<file path="src/rtl/video_render_mx_if.sv">
// video_render_mx_if -- pixel bus between fetch/TS-render and the renderer.
//   master : drives strobe, window flags, mode controls, video/TS data, border
//   slave  : the renderer; returns vplex_out (8-bit plex word to palette)
interface video_render_mx_if #(
  parameter int LAYERS = 2,
  parameter int GPW    = 2
) ();
  logic                  c1;
  logic                  hvpix;
  logic                  hvtspix;
  logic                  nogfx;
  logic [LAYERS-1:0]     tsu_off;
  logic [GPW-1:0]        gfx_pos;
  logic                  flash;
  logic                  hires;
  logic [3:0]            psel;
  logic [3:0]            palsel;
  logic [1:0]            render_mode;
  logic [31:0]           data;
  logic [7:0]            border_in;
  logic [8*LAYERS-1:0]   tsdata_in;
  logic [7:0]            vplex_out;

  modport master (
    output c1, hvpix, hvtspix, nogfx, tsu_off, gfx_pos, flash, hires,
           psel, palsel, render_mode, data, border_in, tsdata_in,
    input  vplex_out
  );
  modport slave (
    input  c1, hvpix, hvtspix, nogfx, tsu_off, gfx_pos, flash, hires,
           psel, palsel, render_mode, data, border_in, tsdata_in,
    output vplex_out
  );
endinterface

</file>
<file path="src/rtl/video_render_mx.sv">
// video_render_mx -- two-stage pixel renderer.
//   Stage 1 decodes the graphics-plane pixel (ZX / 16c / 256c / text) and
//   registers the TS pixels and controls; stage 2 merges gfx, TS layers and
//   border by priority slot and registers the plex word.
// Ports:
//   clk  : system clock
//   res  : asynchronous active-high reset
//   bus  : video_render_mx_if.slave (c1 strobe, controls, data in; vplex_out)
// Build option: define RENDER_MX_HIRES_EN to add hi-res nibble packing
// (temp register + hires path); otherwise hires is ignored.
module video_render_mx #(
  parameter int LAYERS     = 2,
  parameter int TRANS_BITS = 4,
  parameter int GPW        = 2
) (
  input  logic                  clk,
  input  logic                  res,
  video_render_mx_if.slave      bus
);

  // ---------------- stage 1: gfx decode ----------------
  logic [15:0] lo;
  logic [3:0]  dot_idx;
  logic        dot;
  logic [7:0]  attr;
  logic        inv;
  logic [3:0]  nib;
  logic [7:0]  pix8;
  logic [7:0]  gfx_pix_d;
  logic        gfx_vld_d;

  always_comb begin
    lo      = bus.data[15:0];
    // ZX bit order is MSB-first within each byte
    dot_idx = {bus.psel[3], ~bus.psel[2:0]};
    dot     = lo[dot_idx];
    attr    = bus.psel[3] ? bus.data[31:24] : bus.data[23:16];
    inv     = dot ^ (bus.flash & attr[7]);
    case (bus.psel[1:0])
      2'd0:    nib = bus.data[7:4];
      2'd1:    nib = bus.data[3:0];
      2'd2:    nib = bus.data[15:12];
      default: nib = bus.data[11:8];
    endcase
    pix8      = bus.psel[0] ? bus.data[15:8] : bus.data[7:0];
    gfx_pix_d = '0;
    gfx_vld_d = 1'b0;
    case (bus.render_mode)
      2'd0: begin
        gfx_pix_d = {bus.palsel, attr[6], inv ? attr[2:0] : attr[5:3]};
        gfx_vld_d = inv;
      end
      2'd1: begin
        gfx_pix_d = {bus.palsel, nib};
        gfx_vld_d = |nib;
      end
      2'd2: begin
        gfx_pix_d = pix8;
        gfx_vld_d = |pix8;
      end
      default: begin
        gfx_pix_d = {bus.palsel, dot ? attr[3:0] : attr[7:4]};
        gfx_vld_d = dot;
      end
    endcase
  end

  logic [7:0]             gfx_pix_q;
  logic                   gfx_vld_q;
  logic [LAYERS-1:0][7:0] ts_q;
  logic [LAYERS-1:0]      tsu_off_q;
  logic [7:0]             border_q;
  logic                   hvpix_q, hvtspix_q, nogfx_q;
  logic [GPW-1:0]         gfx_pos_q;

  always_ff @(posedge clk or posedge res) begin
    if (res) begin
      gfx_pix_q <= '0;
      gfx_vld_q <= 1'b0;
      ts_q      <= '0;
      tsu_off_q <= '0;
      border_q  <= '0;
      hvpix_q   <= 1'b0;
      hvtspix_q <= 1'b0;
      nogfx_q   <= 1'b0;
      gfx_pos_q <= '0;
    end else if (bus.c1) begin
      gfx_pix_q <= gfx_pix_d;
      gfx_vld_q <= gfx_vld_d;
      ts_q      <= bus.tsdata_in;
      tsu_off_q <= bus.tsu_off;
      border_q  <= bus.border_in;
      hvpix_q   <= bus.hvpix;
      hvtspix_q <= bus.hvtspix;
      nogfx_q   <= bus.nogfx;
      gfx_pos_q <= bus.gfx_pos;
    end
  end

  // ---------------- stage 2: priority mix ----------------
  logic [LAYERS-1:0] vis;
  logic [7:0]        video;
  logic              found;
  int                gp;

  always_comb begin
    for (int k = 0; k < LAYERS; k++)
      vis[k] = (ts_q[k][TRANS_BITS-1:0] != '0) && !tsu_off_q[k];
  end

  always_comb begin
    video = border_q;
    found = 1'b0;
    gp    = (int'(gfx_pos_q) >= LAYERS) ? LAYERS : int'(gfx_pos_q);
    if (hvpix_q) begin
      // gfx is checked just before the layer sitting in its slot
      for (int k = 0; k < LAYERS; k++) begin
        if (!found && k == gp && gfx_vld_q && !nogfx_q) begin
          video = gfx_pix_q;
          found = 1'b1;
        end
        if (!found && vis[k]) begin
          video = ts_q[k];
          found = 1'b1;
        end
      end
      // covers both gfx in the last slot and the transparent-paper fallback
      if (!found && !nogfx_q) video = gfx_pix_q;
    end else if (hvtspix_q) begin
      for (int k = 0; k < LAYERS; k++) begin
        if (!found && vis[k]) begin
          video = ts_q[k];
          found = 1'b1;
        end
      end
    end
  end

  logic [7:0] vplex_q;
  assign bus.vplex_out = vplex_q;

`ifdef RENDER_MX_HIRES_EN
  logic       hires_q;
  logic [3:0] temp;

  always_ff @(posedge clk or posedge res) begin
    if (res) begin
      hires_q <= 1'b0;
      temp    <= '0;
      vplex_q <= '0;
    end else if (bus.c1) begin
      hires_q <= bus.hires;
      temp    <= video[3:0];
      // hires pairs the previous pixel's low nibble with the current one
      vplex_q <= hires_q ? {temp, video[3:0]} : video;
    end
  end
`else
  logic unused_hires;
  assign unused_hires = bus.hires;

  always_ff @(posedge clk or posedge res) begin
    if (res)         vplex_q <= '0;
    else if (bus.c1) vplex_q <= video;
  end
`endif

endmodule
</file>
<file path="src/flat_wrapper.sv">
// flat-port wrapper written by rule: the top's interface ports become plain ports
module video_render_mx_flat 
#(
  parameter int LAYERS     = 2,
  parameter int TRANS_BITS = 4,
  parameter int GPW        = 2
)
  (clk, res, bus_c1, bus_hvpix, bus_hvtspix, bus_nogfx, bus_tsu_off, bus_gfx_pos, bus_flash, bus_hires, bus_psel, bus_palsel, bus_render_mode, bus_data, bus_border_in, bus_tsdata_in, bus_vplex_out);
  video_render_mx_if #(.LAYERS(LAYERS), .GPW(GPW)) bus_i ();
  input  logic clk;
  input  logic res;
  input wire logic [$bits(bus_i.c1)-1:0] bus_c1;
  input wire logic [$bits(bus_i.hvpix)-1:0] bus_hvpix;
  input wire logic [$bits(bus_i.hvtspix)-1:0] bus_hvtspix;
  input wire logic [$bits(bus_i.nogfx)-1:0] bus_nogfx;
  input wire logic [$bits(bus_i.tsu_off)-1:0] bus_tsu_off;
  input wire logic [$bits(bus_i.gfx_pos)-1:0] bus_gfx_pos;
  input wire logic [$bits(bus_i.flash)-1:0] bus_flash;
  input wire logic [$bits(bus_i.hires)-1:0] bus_hires;
  input wire logic [$bits(bus_i.psel)-1:0] bus_psel;
  input wire logic [$bits(bus_i.palsel)-1:0] bus_palsel;
  input wire logic [$bits(bus_i.render_mode)-1:0] bus_render_mode;
  input wire logic [$bits(bus_i.data)-1:0] bus_data;
  input wire logic [$bits(bus_i.border_in)-1:0] bus_border_in;
  input wire logic [$bits(bus_i.tsdata_in)-1:0] bus_tsdata_in;
  output wire logic [$bits(bus_i.vplex_out)-1:0] bus_vplex_out;
  assign bus_i.c1 = bus_c1;
  assign bus_i.hvpix = bus_hvpix;
  assign bus_i.hvtspix = bus_hvtspix;
  assign bus_i.nogfx = bus_nogfx;
  assign bus_i.tsu_off = bus_tsu_off;
  assign bus_i.gfx_pos = bus_gfx_pos;
  assign bus_i.flash = bus_flash;
  assign bus_i.hires = bus_hires;
  assign bus_i.psel = bus_psel;
  assign bus_i.palsel = bus_palsel;
  assign bus_i.render_mode = bus_render_mode;
  assign bus_i.data = bus_data;
  assign bus_i.border_in = bus_border_in;
  assign bus_i.tsdata_in = bus_tsdata_in;
  assign bus_vplex_out = bus_i.vplex_out;
  video_render_mx #(.LAYERS(LAYERS), .TRANS_BITS(TRANS_BITS), .GPW(GPW)) u_core (.clk(clk), .res(res), .bus(bus_i));
endmodule
</file>
<file path="config.mk">
export PLATFORM = sky130hd
export DESIGN_NAME = video_render_mx_flat
export DESIGN_NICKNAME = d
export VERILOG_FILES = /design/src/rtl/video_render_mx_if.sv /design/src/rtl/video_render_mx.sv /design/src/flat_wrapper.sv
export SDC_FILE = /design/constraint.sdc
export NUM_CORES = 1
export LEC_CHECK = 0
export CAP_MARGIN = 20
export CORE_MARGIN = 2
export CORE_UTILIZATION = 50
export CTS_CLUSTER_DIAMETER = 120
export DETAILED_ROUTE_END_ITERATION = 12
export PLACE_DENSITY = 0.95
export SYNTH_ARGS = -nofsm -noshare
export SYNTH_HDL_FRONTEND = slang
export SYNTH_SLANG_ARGS = --single-unit
</file>
<file path="constraint.sdc">
create_clock -name clk -period 3 [get_ports clk]
set_input_delay 0.6 -clock clk [delete_from_list [all_inputs] [get_ports clk]]
set_output_delay 0.6 -clock clk [all_outputs]
set_load 0.02 [all_outputs]
</file>
* Word level (Yosys, flattened, before mapping) *
Index checks and enable logic that the tools add are counted.

storage, ports and cells
  register bits = 48
  input port bits = 78
  logic and storage cells = 77

operators by class
  order comparisons = 2
  eq/ne operators = 5
  mux-type cells = 30
  bitwise logic cells = 3
  reductions and logical operators = 26

operators with widths
  kind                                                                          number
  8-bit two-way mux                                                             11
  2-bit by 32-bit == test with 1-bit output, first input constant               1
  32-bit zero test                                                              1
  8-bit case mux with 3 select lines                                            1
  1-bit two-way mux                                                             12
  4-bit case mux with 3 select lines                                            1
  1-bit logical AND                                                             11
  1-bit zero test                                                               8
  4-bit nonzero test                                                            2
  8-bit OR reduction                                                            1
  4-bit by 5-bit less-than comparator with 1-bit output, second input constant  1
  1-bit binary-select mux with 4-bit select                                     1
  2-bit by 1-bit == test with 1-bit output, second input constant               2
  2-bit == test, second input constant                                          2
  2-bit zero test                                                               2
  4-bit two-way mux                                                             1
  4-bit OR reduction                                                            1
  3-bit two-way mux                                                             1
  3-bit NOT                                                                     1
  1-bit case mux with 3 select lines                                            1
  2-bit greater-or-equal comparator, second input constant                      1
  2-bit two-way mux                                                             1
  1-bit AND                                                                     1
  1-bit XOR                                                                     1

* Logic depth before layout (Yosys ltp) *
Gate-level depths: netlist (run 1).

  word-level depth = 25
  gate-level depth with buffers = 8
  mapped depth without buffers = 6

* Least setup slack after synthesis (run 1) *
Ideal clock, no wire load.

  path type = input to register
  from = input bus_psel[1]
  to = register u_core.gfx_pix_q[0]
  library setup time = 129 ps
  data arrival time = 2273 ps
  path slack = 598 ps
  cell stages on the path = 7
  path buffers = 1
  path through = buf_6 > mux4_2 > mux2_4 > o22a_4 > xor2_2 > mux2i_1 > o22ai_1

between the ends
  longest elaborated chain between the ends = 6

RTL lines
  element                                    RTL line               source
  start, declared                            flat_wrapper.sv:20     input wire logic [$bits(bus_i.psel)-1:0] bus_psel;
  3-bit NOT                                  video_render_mx.sv:35  dot_idx = {bus.psel[3], ~bus.psel[2:0]};
  1-bit binary-select mux with 4-bit select  video_render_mx.sv:36  dot = lo[dot_idx];
  1-bit two-way mux (implied by the code)    video_render_mx.sv:36
  1-bit XOR                                  video_render_mx.sv:38  inv = dot ^ (bus.flash & attr[7]);
  3-bit two-way mux                          video_render_mx.sv:50  gfx_pix_d = {bus.palsel, attr[6], inv ? attr[2:0] : attr[5:3]};
  8-bit case mux with 3 select lines *       video_render_mx.sv:48  case (bus.render_mode)
  end signal, assigned                       video_render_mx.sv:88  gfx_pix_q <= gfx_pix_d;
  end, declared                              video_render_mx.sv:68  logic [7:0] gfx_pix_q;

Mark *: on every way between the ends. The rest lies on a longest branch, timed or not. The select of a mux whose other input is x is not followed.
A chain may end at the register's enable or synchronous reset.

* Final worst setup path (run 1) *
Same ends and word-level chain as after synthesis.

==> results of run 1 <==
-- kinds of logic after synthesis --
kind of cell,synth area share (%)
simple gates,11.61
buf+inv,3.241
compound gates,13.66
mux,31.58
flops,39.38
xor+xnor,0.5334
-- path summary, 6_finish.rpt --
path | depth (start not counted) | slack (ns) | to
max reg2reg | 6 | 0.75 | u_core.bus.vplex_out[1]
min | 1 | 0.51 | u_core.gfx_pos_q[1]
max | 8 | 0.24 | u_core.gfx_pix_q[0]
min in group asynchronous | 2 | 0.57 | u_core.ts_q[10]
min reg2reg | 1 | 0.51 | u_core.gfx_pos_q[1]
max in group asynchronous | 3 | 1.94 | u_core.gfx_pix_q[2]
-- critical path: stages --
cell	delay (ns)
clkdlybuf4s50_1	0.53
buf_12	0.15
mux4_2	0.49
mux2_4	0.29
o22a_4	0.25
xor2_2	0.27
mux2i_1	0.24
o22ai_1	0.10
-- metal layers --
layer  track usage (%)  vias up  share of wire [%]
met1             31.32     1283                 40
met5                 0        -                  0
met3             3.043       20                6.2
met2             42.36      121                 51
li1                  -     1242                  -
met4             7.667        0                2.3
-- where the power goes --
part / leakage, nW / switching [mW] / internal (mW)
sequential: 0.555 / 0.0681 / 0.731
clock: 0.0473 / 0.210 / 0.184
combinational: 1.04 / 0.265 / 0.316
total: 1.64 / 0.543 / 1.23
-- Yosys cell counts, types with 2 or more instances --
cell,number
a211oi_1,16
mux2i_1,28
mux4_1,4
a21oi_1,11
o221ai_1,2
mux2_2,43
buf_1,6
nor3_1,4
nand2b_1,5
o22ai_1,5
inv_1,5
a221oi_1,3
nor2b_1,10
mux4_2,3
a31oi_1,4
nor4_1,4
nor2_1,28
nand3_1,2
dfrtp_1,48
o21ai_0,14
buf_2,4
nand2_1,18
a22oi_1,2
clkbuf_1,7
-- sequential cells by signal, summed over array words and instances, names as in the netlist --
name / flops
u_core.hvtspix_q: 1
u_core.ts_q: 16
u_core.gfx_pos_q: 2
u_core.hvpix_q: 1
u_core.border_q: 8
u_core.nogfx_q: 1
u_core.gfx_pix_q: 8
u_core.tsu_off_q: 2
u_core.bus.vplex_out: 8
u_core.gfx_vld_q: 1
-- layout by cell type (no fill, tap or decap), types with 2 or more instances in the layout --
cell type / n
mux4_1: 4
dfrtp_1: 48
o221ai_1: 2
nand2b_1: 5
nor3_1: 4
clkdlybuf4s50_1: 83
nand2_1: 18
nand3_1: 2
nor2_1: 28
nor4_1: 4
a31oi_1: 4
a21oi_1: 11
nor2b_1: 10
buf_12: 2
o21ai_0: 14
inv_1: 4
mux2_2: 43
o22ai_1: 5
mux4_2: 3
mux2i_1: 28
clkbuf_8: 6
a221oi_1: 3
a22oi_1: 2
buf_4: 7
a211oi_1: 16
-- final cells by class --
type | instances | area (µm²) | area share [%]
clock buffer | 6 | 82.58 | 2.022
clock inverter | 1 | 8.758 | 0.2145
inverter | 5 | 18.77 | 0.4596
multi-input combinational | 219 | 1750 | 42.86
sequential | 48 | 1201 | 29.41
tap | 75 | 93.84 | 2.298
timing repair buffer | 93 | 928.4 | 22.73
-- per-stage QoR --
stage | util, % | total power [mW] | hold slack (ns)
3_3_place_gp | 67.10 | 1.356 | 0.4949
6_report | 68.98 | 1.775 | 0.5149
3_5_place_dp | 67.10 | 1.386 | 0.5013
2_1_floorplan | - | 1.133 | 0.4710
5_1_grt | 68.98 | 1.860 | 0.5448
4_1_cts | 68.64 | 1.775 | 0.5215
==> impl_summary.txt, run 1 <==
----------------------------------------------------
[Outcome]
  Result of the run ... complete, no violations

[Synth]
  Post-synthesis cell type with the largest combined area ... dfrtp_1
  Post-synth EDFFs ... 0
  Share of the synthesized area in the top cell type ... 39.38%
  Average instance area after synthesis ... between 10 and 15 µm²
  Post-synthesis net count ... roughly 370
  Number of register bits inferred by synthesis ... 48
  Count of synthesis-stage warnings from yosys ... 0
  Mapped Cells ... 290
  Number of unique standard cell types used by synthesis ... 38
  Sequential fraction of the synthesis area ... about 40%
  Ranking of synthesized cells by area ... dfrtp_1 (39%), mux2_2 (16%), mux2i_1 (9.2%)
  Synth async-reset ratio ... 100.0%
  Syn Std Cell Area ... around 0.0031 mm²
  Dominant synthesized flop cell ... dfrtp_1

[Placement]
  HPWL reported at the end of detailed placement ... about 6200 µm
  Routability congestion estimate from global placement ... 0.8438
  Worst Setup Slack post-DPL ... -0.07543 ns
  Input/output buffers ... 84
  Post-Place Cell Area ... 0.003973 mm²
  # placed instances ... 439

[Global routing]
  Overall global routing resource usage ... 24.22%
  GRT Residual Overflow ... 0
  Vias in the first global route ... roughly 2600
  Pin count of the biggest net entering global routing ... between 40 and 50
  Global-route wire length before repair ... 12540 µm
  Number of antenna violations at the first check in global routing ... 0

[Clock tree]
  CTS tree ... built
  Clock tree buffer depth ... 2
  Clock buffer count from CTS ... 5
  Post-CTS setup buffer count ... 0
  CTS H-tree depth ... 2
  Root buffer cell ... clkbuf_8
  Reg clk slew, reported paths ... around 0.09 ns
  CTS hold repair buffers ... 0
  Number of resized instances in the post-cts repair step ... 0
  Sinks on the clock net ... 48
  Worst skew pair latency ... 0.30 ns

[Final layout]
  Net count, final ... 450
  Non-Filler Instances ... approximately 450
  Cell area after layout ... about 0.0041 mm²
  Area growth from synthesis to layout ... 33.88%
  Number of diodes ... 0
  Fill cell total of the finished layout ... 430
  Ratio of cells with drive above 1 in the final layout ... 18.55%

[Floorplanning]
  Starting density of the core ... 51.52%
  Die Span X ... about 80 µm
  DIE AREA ... 0.006741 mm²
  Area of the core ... 0.005921 mm²
  Height of the die ... around 82 µm
  Number of ports placed on the die boundary ... 86
  Number of rows created at floorplan ... 28

[Setup path]
  Nature of the critical path startpoint ... input port
  Setup Crit Path Kind ... input port to flip-flop
  Endpoint kind of the worst setup timing path ... flip-flop
  Worst Path Max Fanout ... 9
  Crit path from ... bus_psel[1]
  Data arrival time of the worst path ... between 2 and 3 ns
  Required @ worst endpoint ... 3.18 ns
  Critical R2R Launch ... u_core.ts_q[0]

[Timing]
  Final max-slew violation count ... 0
  RSZ-0062 raised after global routing ... no
  Final TNS setup ... 0 ns
  Hold violation count in the final report ... 0
  Portion of the clock cycle consumed by the worst path in the final layout ... roughly 92%
  Worst slew margin relative to its limit ... between 60% and 70%
  Final critical delay including setup and external delays ... between 2 and 3 ns
  Final WS setup ... about 0.24 ns
  Final setup violation count ... 0
  Max Clk Rate ... approximately 0.36 GHz
  Clock skew after layout ... between 0.01 and 0.015 ns
  Slew at the pin with the worst max-slew slack ... between 0.5 and 0.6 ns

[Drt]
  Detail-routed via count per cell ... roughly 6.0
  Total wire length ... roughly 8000 µm
  DR WL/cell ... between 15 and 20 µm
  Drt drc ... 0
  Detailed-route via count ... 2666
  Number of nets with antenna violations after routing ... 0
  Initial detailed-routing violation count ... 242
  Iteration count of the initial detailed-routing pass ... 4

[Pwr]
  Leakage ... ~1.6 nW
  Worst IR drop on VDD ... approximately 0.35 mV
  Total power per unit cell area ... around 430 mW/mm²

[Worst hold path]
  Kind of path behind the tightest hold check ... flip-flop to flip-flop
  Startpoint of the most critical hold path ... u_core.gfx_pos_q[1]

[Run]
  Total of max-cap violations ... 0

----------------------------------------------------
No activity file was read; power rests on OpenSTA's default activity.
==> inputs of run 2 (changes only) <==
--- a/config.mk
+++ b/config.mk
@@ -8,7 +8,7 @@
 export CAP_MARGIN = 20
 export CORE_MARGIN = 2
 export CORE_UTILIZATION = 50
-export CTS_CLUSTER_DIAMETER = 120
+export CTS_CLUSTER_DIAMETER = 50
 export DETAILED_ROUTE_END_ITERATION = 12
 export PLACE_DENSITY = 0.95
 export SYNTH_ARGS = -nofsm -noshare
==> results of run 2 <==
No change in the layout: final DEF, timing and power equal those of run 1.
==> inputs of run 3 (changes only) <==
--- a/config.mk
+++ b/config.mk
@@ -5,12 +5,13 @@
 export SDC_FILE = /design/constraint.sdc
 export NUM_CORES = 1
 export LEC_CHECK = 0
-export CAP_MARGIN = 20
+export CAP_MARGIN = 40
 export CORE_MARGIN = 2
 export CORE_UTILIZATION = 50
 export CTS_CLUSTER_DIAMETER = 50
 export DETAILED_ROUTE_END_ITERATION = 12
 export PLACE_DENSITY = 0.95
+export REMOVE_ABC_BUFFERS = 1
 export SYNTH_ARGS = -nofsm -noshare
 export SYNTH_HDL_FRONTEND = slang
 export SYNTH_SLANG_ARGS = --single-unit
==> run 3 against run 2 <==
Clock power is 2% higher; count of clock-buffer cells in the layout is the same; core utilization up 0.11 points; worst setup slack improved by 0.079 ns; combinational power down 1%; non-clock buffer count unchanged; sequential power about the same; hold slack worse by 0.0033 ns; first-iteration DRC count down 44%; critical path type unchanged; critical endpoint unchanged; largest power group unchanged.
==> impl_summary.txt, run 3 (synthesis gave the netlist of run 1 again) <==
----------------------------------------------------
[Timing]
  Worst slew margin relative to its limit ... 66.65% (+2.1 points)
  Final max-slew violation count ... 0 (unchanged)
  Final TNS setup ... 0 ns (unchanged)
  Hold violation count in the final report ... 0 (unchanged)
  Slew at the pin with the worst max-slew slack ... 0.4995 ns (-0.03187 ns)
  Portion of the clock cycle consumed by the worst path in the final layout ... 89.41% (-2.6 points)
  RSZ-0062 raised after global routing ... no
  Clock skew after layout ... 0.007763 ns (-0.005474 ns)
  Max Clk Rate ... 0.3728 GHz (+2.9%)
  Final-layout worst hold slack ... 0.5116 ns (-0.003263 ns)
  Final critical delay including setup and external delays ... 2.682 ns (-0.07893 ns)
  Final setup violation count ... 0 (unchanged)

[Drt]
  DR WL/cell ... 16.82 µm (-4.0%)
  Number of nets with antenna violations after routing ... 0 (unchanged)
  Detailed-route via count ... 2615 (-1.9%)
  Detail-routed via count per cell ... 5.837 (-2.1%)
  Total wire length ... 7534 µm (-3.8%)
  Initial detailed-routing violation count ... 135 (-44%)
  Drt drc ... 0 (unchanged)
  Iteration count of the initial detailed-routing pass ... 4 (unchanged)

[Worst hold path]
  Hold Path End ... u_core.ts_q[6]
  Kind of path behind the tightest hold check ... flip-flop to flip-flop
  Count of cells along the worst hold path ... 1 (unchanged)
  Startpoint of the most critical hold path ... u_core.ts_q[6]

[Setup path]
  Setup Crit Path Kind ... input port to flip-flop
  Reg2reg setup slack ... 0.83 ns (+0.08 ns)
  Depth of the worst register-to-register path ... 6 (unchanged)
  Required @ worst endpoint ... 3.19 ns (about the same)
  Gate family responsible for the most delay along the worst path ... multiplexers
  Worst Path Max Fanout ... 9 (unchanged)
  Data arrival time of the worst path ... 2.88 ns (-0.06 ns)
  Max stage delay cell, worst path ... clkdlybuf4s50_1
  Critical R2R Launch ... u_core.ts_q[9]
  Crit path from ... bus_psel[1]
  Nature of the critical path startpoint ... input port
  Cell chain of the critical path ... clkdlybuf4s50_1 > buf_12 > mux4_2 > mux2_4 > o22a_4 > xor2_2 > mux2i_1 > o22ai_1
  Buf+Inv Stages, Crit Path ... 2 (unchanged)
  Endpoint kind of the worst setup timing path ... flip-flop
  Delay of the slowest cell on the worst path ... 0.52 ns (about the same)
  Endpoint of the worst-slack reg-to-reg timing path ... u_core.bus.vplex_out[7]

[Clock tree]
  Post-CTS setup buffer count ... 0 (unchanged)
  Sinks on the clock net ... 48 (unchanged)
  CTS hold repair buffers ... 0 (unchanged)
  Clock tree buffer depth ... 2 (unchanged)
  Clock buffer count from CTS ... 5 (unchanged)
  Worst skew pair latency ... 0.31 ns (about the same)
  CTS tree ... built
  Reg clk slew, reported paths ... 0.09 ns (about the same)
  CTS H-tree depth ... 2 (unchanged)
  Root buffer cell ... clkbuf_8
  Number of resized instances in the post-cts repair step ... 0 (unchanged)

[Placement]
  # placed instances ... 440 (+0.23%)
  Post-Place Cell Area ... 0.003993 mm² (+0.50%)
  Input/output buffers ... 84 (unchanged)
  Routability congestion estimate from global placement ... 0.8784 (+4.1%)
  HPWL reported at the end of detailed placement ... 5897 µm (-4.7%)

[Final layout]
  Number of flip-flops under the largest register name ... 16 (unchanged)
  Net count, final ... 450 (unchanged)
  Ratio of cells with drive above 1 in the final layout ... 18.77% (+0.22 points)
  Non-Filler Instances ... 448 (+0.22%)
  Number of diodes ... 0 (unchanged)
  Leading cell types in the layout, fill and taps excluded ... clkdlybuf4s50_1 (83), dfrtp_1 (48), mux2_2 (43)
  Most frequent standard cell in the layout excluding fill and tap cells ... clkdlybuf4s50_1
  Cell area after layout ... 0.004090 mm² (+0.15%)
  Area growth from synthesis to layout ... 34.09%
  Reg with most FFs ... u_core.ts_q

[Floorplanning]
  Area of the core ... 0.005921 mm² (unchanged)
  Height of the die ... 82.11 µm (unchanged)
  Starting density of the core ... 51.52% (unchanged)
  Number of ports placed on the die boundary ... 86 (unchanged)
  Die Span X ... 82.11 µm (unchanged)
  DIE AREA ... 0.006741 mm² (unchanged)
  Number of rows created at floorplan ... 28 (unchanged)

[Pwr]
  Cell internal pwr ... 1.234 mW (+0.21%)
  Worst IR drop on VDD ... 0.2730 mV (-23%)
  Sw Share ... 30.39% (-0.22 points)
  Fraction of power consumed by combinational cells ... 32.4% (-0.3 points)
  Clock Power Share ... 22.6% (+0.4 points)
  Total power per unit cell area ... 433.4 mW/mm² (-0.26%)
  Power share of the sequential group ... 45.0% (about the same)
  Net switching power of the design ... 0.5388 mW (-0.82%)
  Leakage ... 1.641 nW (-0.23%)

[Global routing]
  Overall global routing resource usage ... 23.55% (-0.67 points)
  Global-route wire length before repair ... 12240 µm (-2.4%)
  Number of antenna violations at the first check in global routing ... 0 (unchanged)
  GRT Residual Overflow ... 0 (unchanged)
  Pin count of the biggest net entering global routing ... 28 (-43%)
  Vias in the first global route ... 2661 (+1.9%)

[Outcome]
  Result of the run ... complete, no violations

[Run]
  Total of max-cap violations ... 0 (unchanged)

----------------------------------------------------
==> run 3: cell types whose count changed in the layout (fill, tap and decap cells not counted) <==
cell	delta
clkinvlp_4	+2
clkinv_4	-1
==> run 3: how the worst max path moves through the flow <==
stage	end	slack [ns]	cells past startpoint
detailed placement	u_core.gfx_pix_q[0]	-0.001	8
floorplan	u_core.gfx_pix_q[0]	0.75	6
global route	u_core.gfx_pix_q[0]	0.22	8
global placement	u_core.gfx_pix_q[0]	0.05	8
finish	u_core.gfx_pix_q[0]	0.32	8
CTS	u_core.gfx_pix_q[0]	0.31	8
==> run 3: power by group through the flow <==
| stage | Combinational [mW] | Sequential (mW) | Clock, mW |
|---|---|---|---|
| floorplan | 0.287 | 0.819 | 0 |
| global placement | 0.553 | 0.802 | 0 |
| detailed placement | 0.573 | 0.808 | 0 |
| CTS | 0.577 | 0.796 | 0.409 |
| global route | 0.626 | 0.807 | 0.435 |
| finish | 0.575 | 0.798 | 0.400 |
==> run 3: worst register-to-register path: cells and delay by family, from the launching register on <==
family	cells	cell delay [ns]
simple gates	3	0.88
compound gates	2	0.64
flops	1	0.42
mux	1	0.13
==> run 3: final cells by class <==
class                   instances  area, µm²
clock buffers                   6      82.58
clock inverters                 2      15.01
fillers                       432       1831
inverters                       5      18.77
multi-input cells             219       1750
flip-flops and latches         48       1201
well taps                      75      93.84
repair buffers                 93      928.4
==> run 3: per-stage QoR <==
| stage | power [mW] | util (%) | worst slack [ns] |
|---|---|---|---|
| 2_1_floorplan | 1.106 | - | 0.7516 |
| 3_3_place_gp | 1.355 | 67.43 | 0.05440 |
| 3_5_place_dp | 1.381 | 67.43 | -0.001127 |
| 4_1_cts | 1.783 | 69.08 | 0.3061 |
| 5_1_grt | 1.868 | 69.08 | 0.2174 |
| 6_report | 1.773 | 69.08 | 0.3178 |
==> run 3: metal layers <==
layer / up-vias / track usage (%) / wire length, µm
li1: 1237 / - / -
met1: 1254 / 28.14 / 3019
met2: 113 / 42.20 / 3729
met3: 11 / 4.674 / 655
met4: 0 / 8.167 / 129
met5: - / 0 / 0
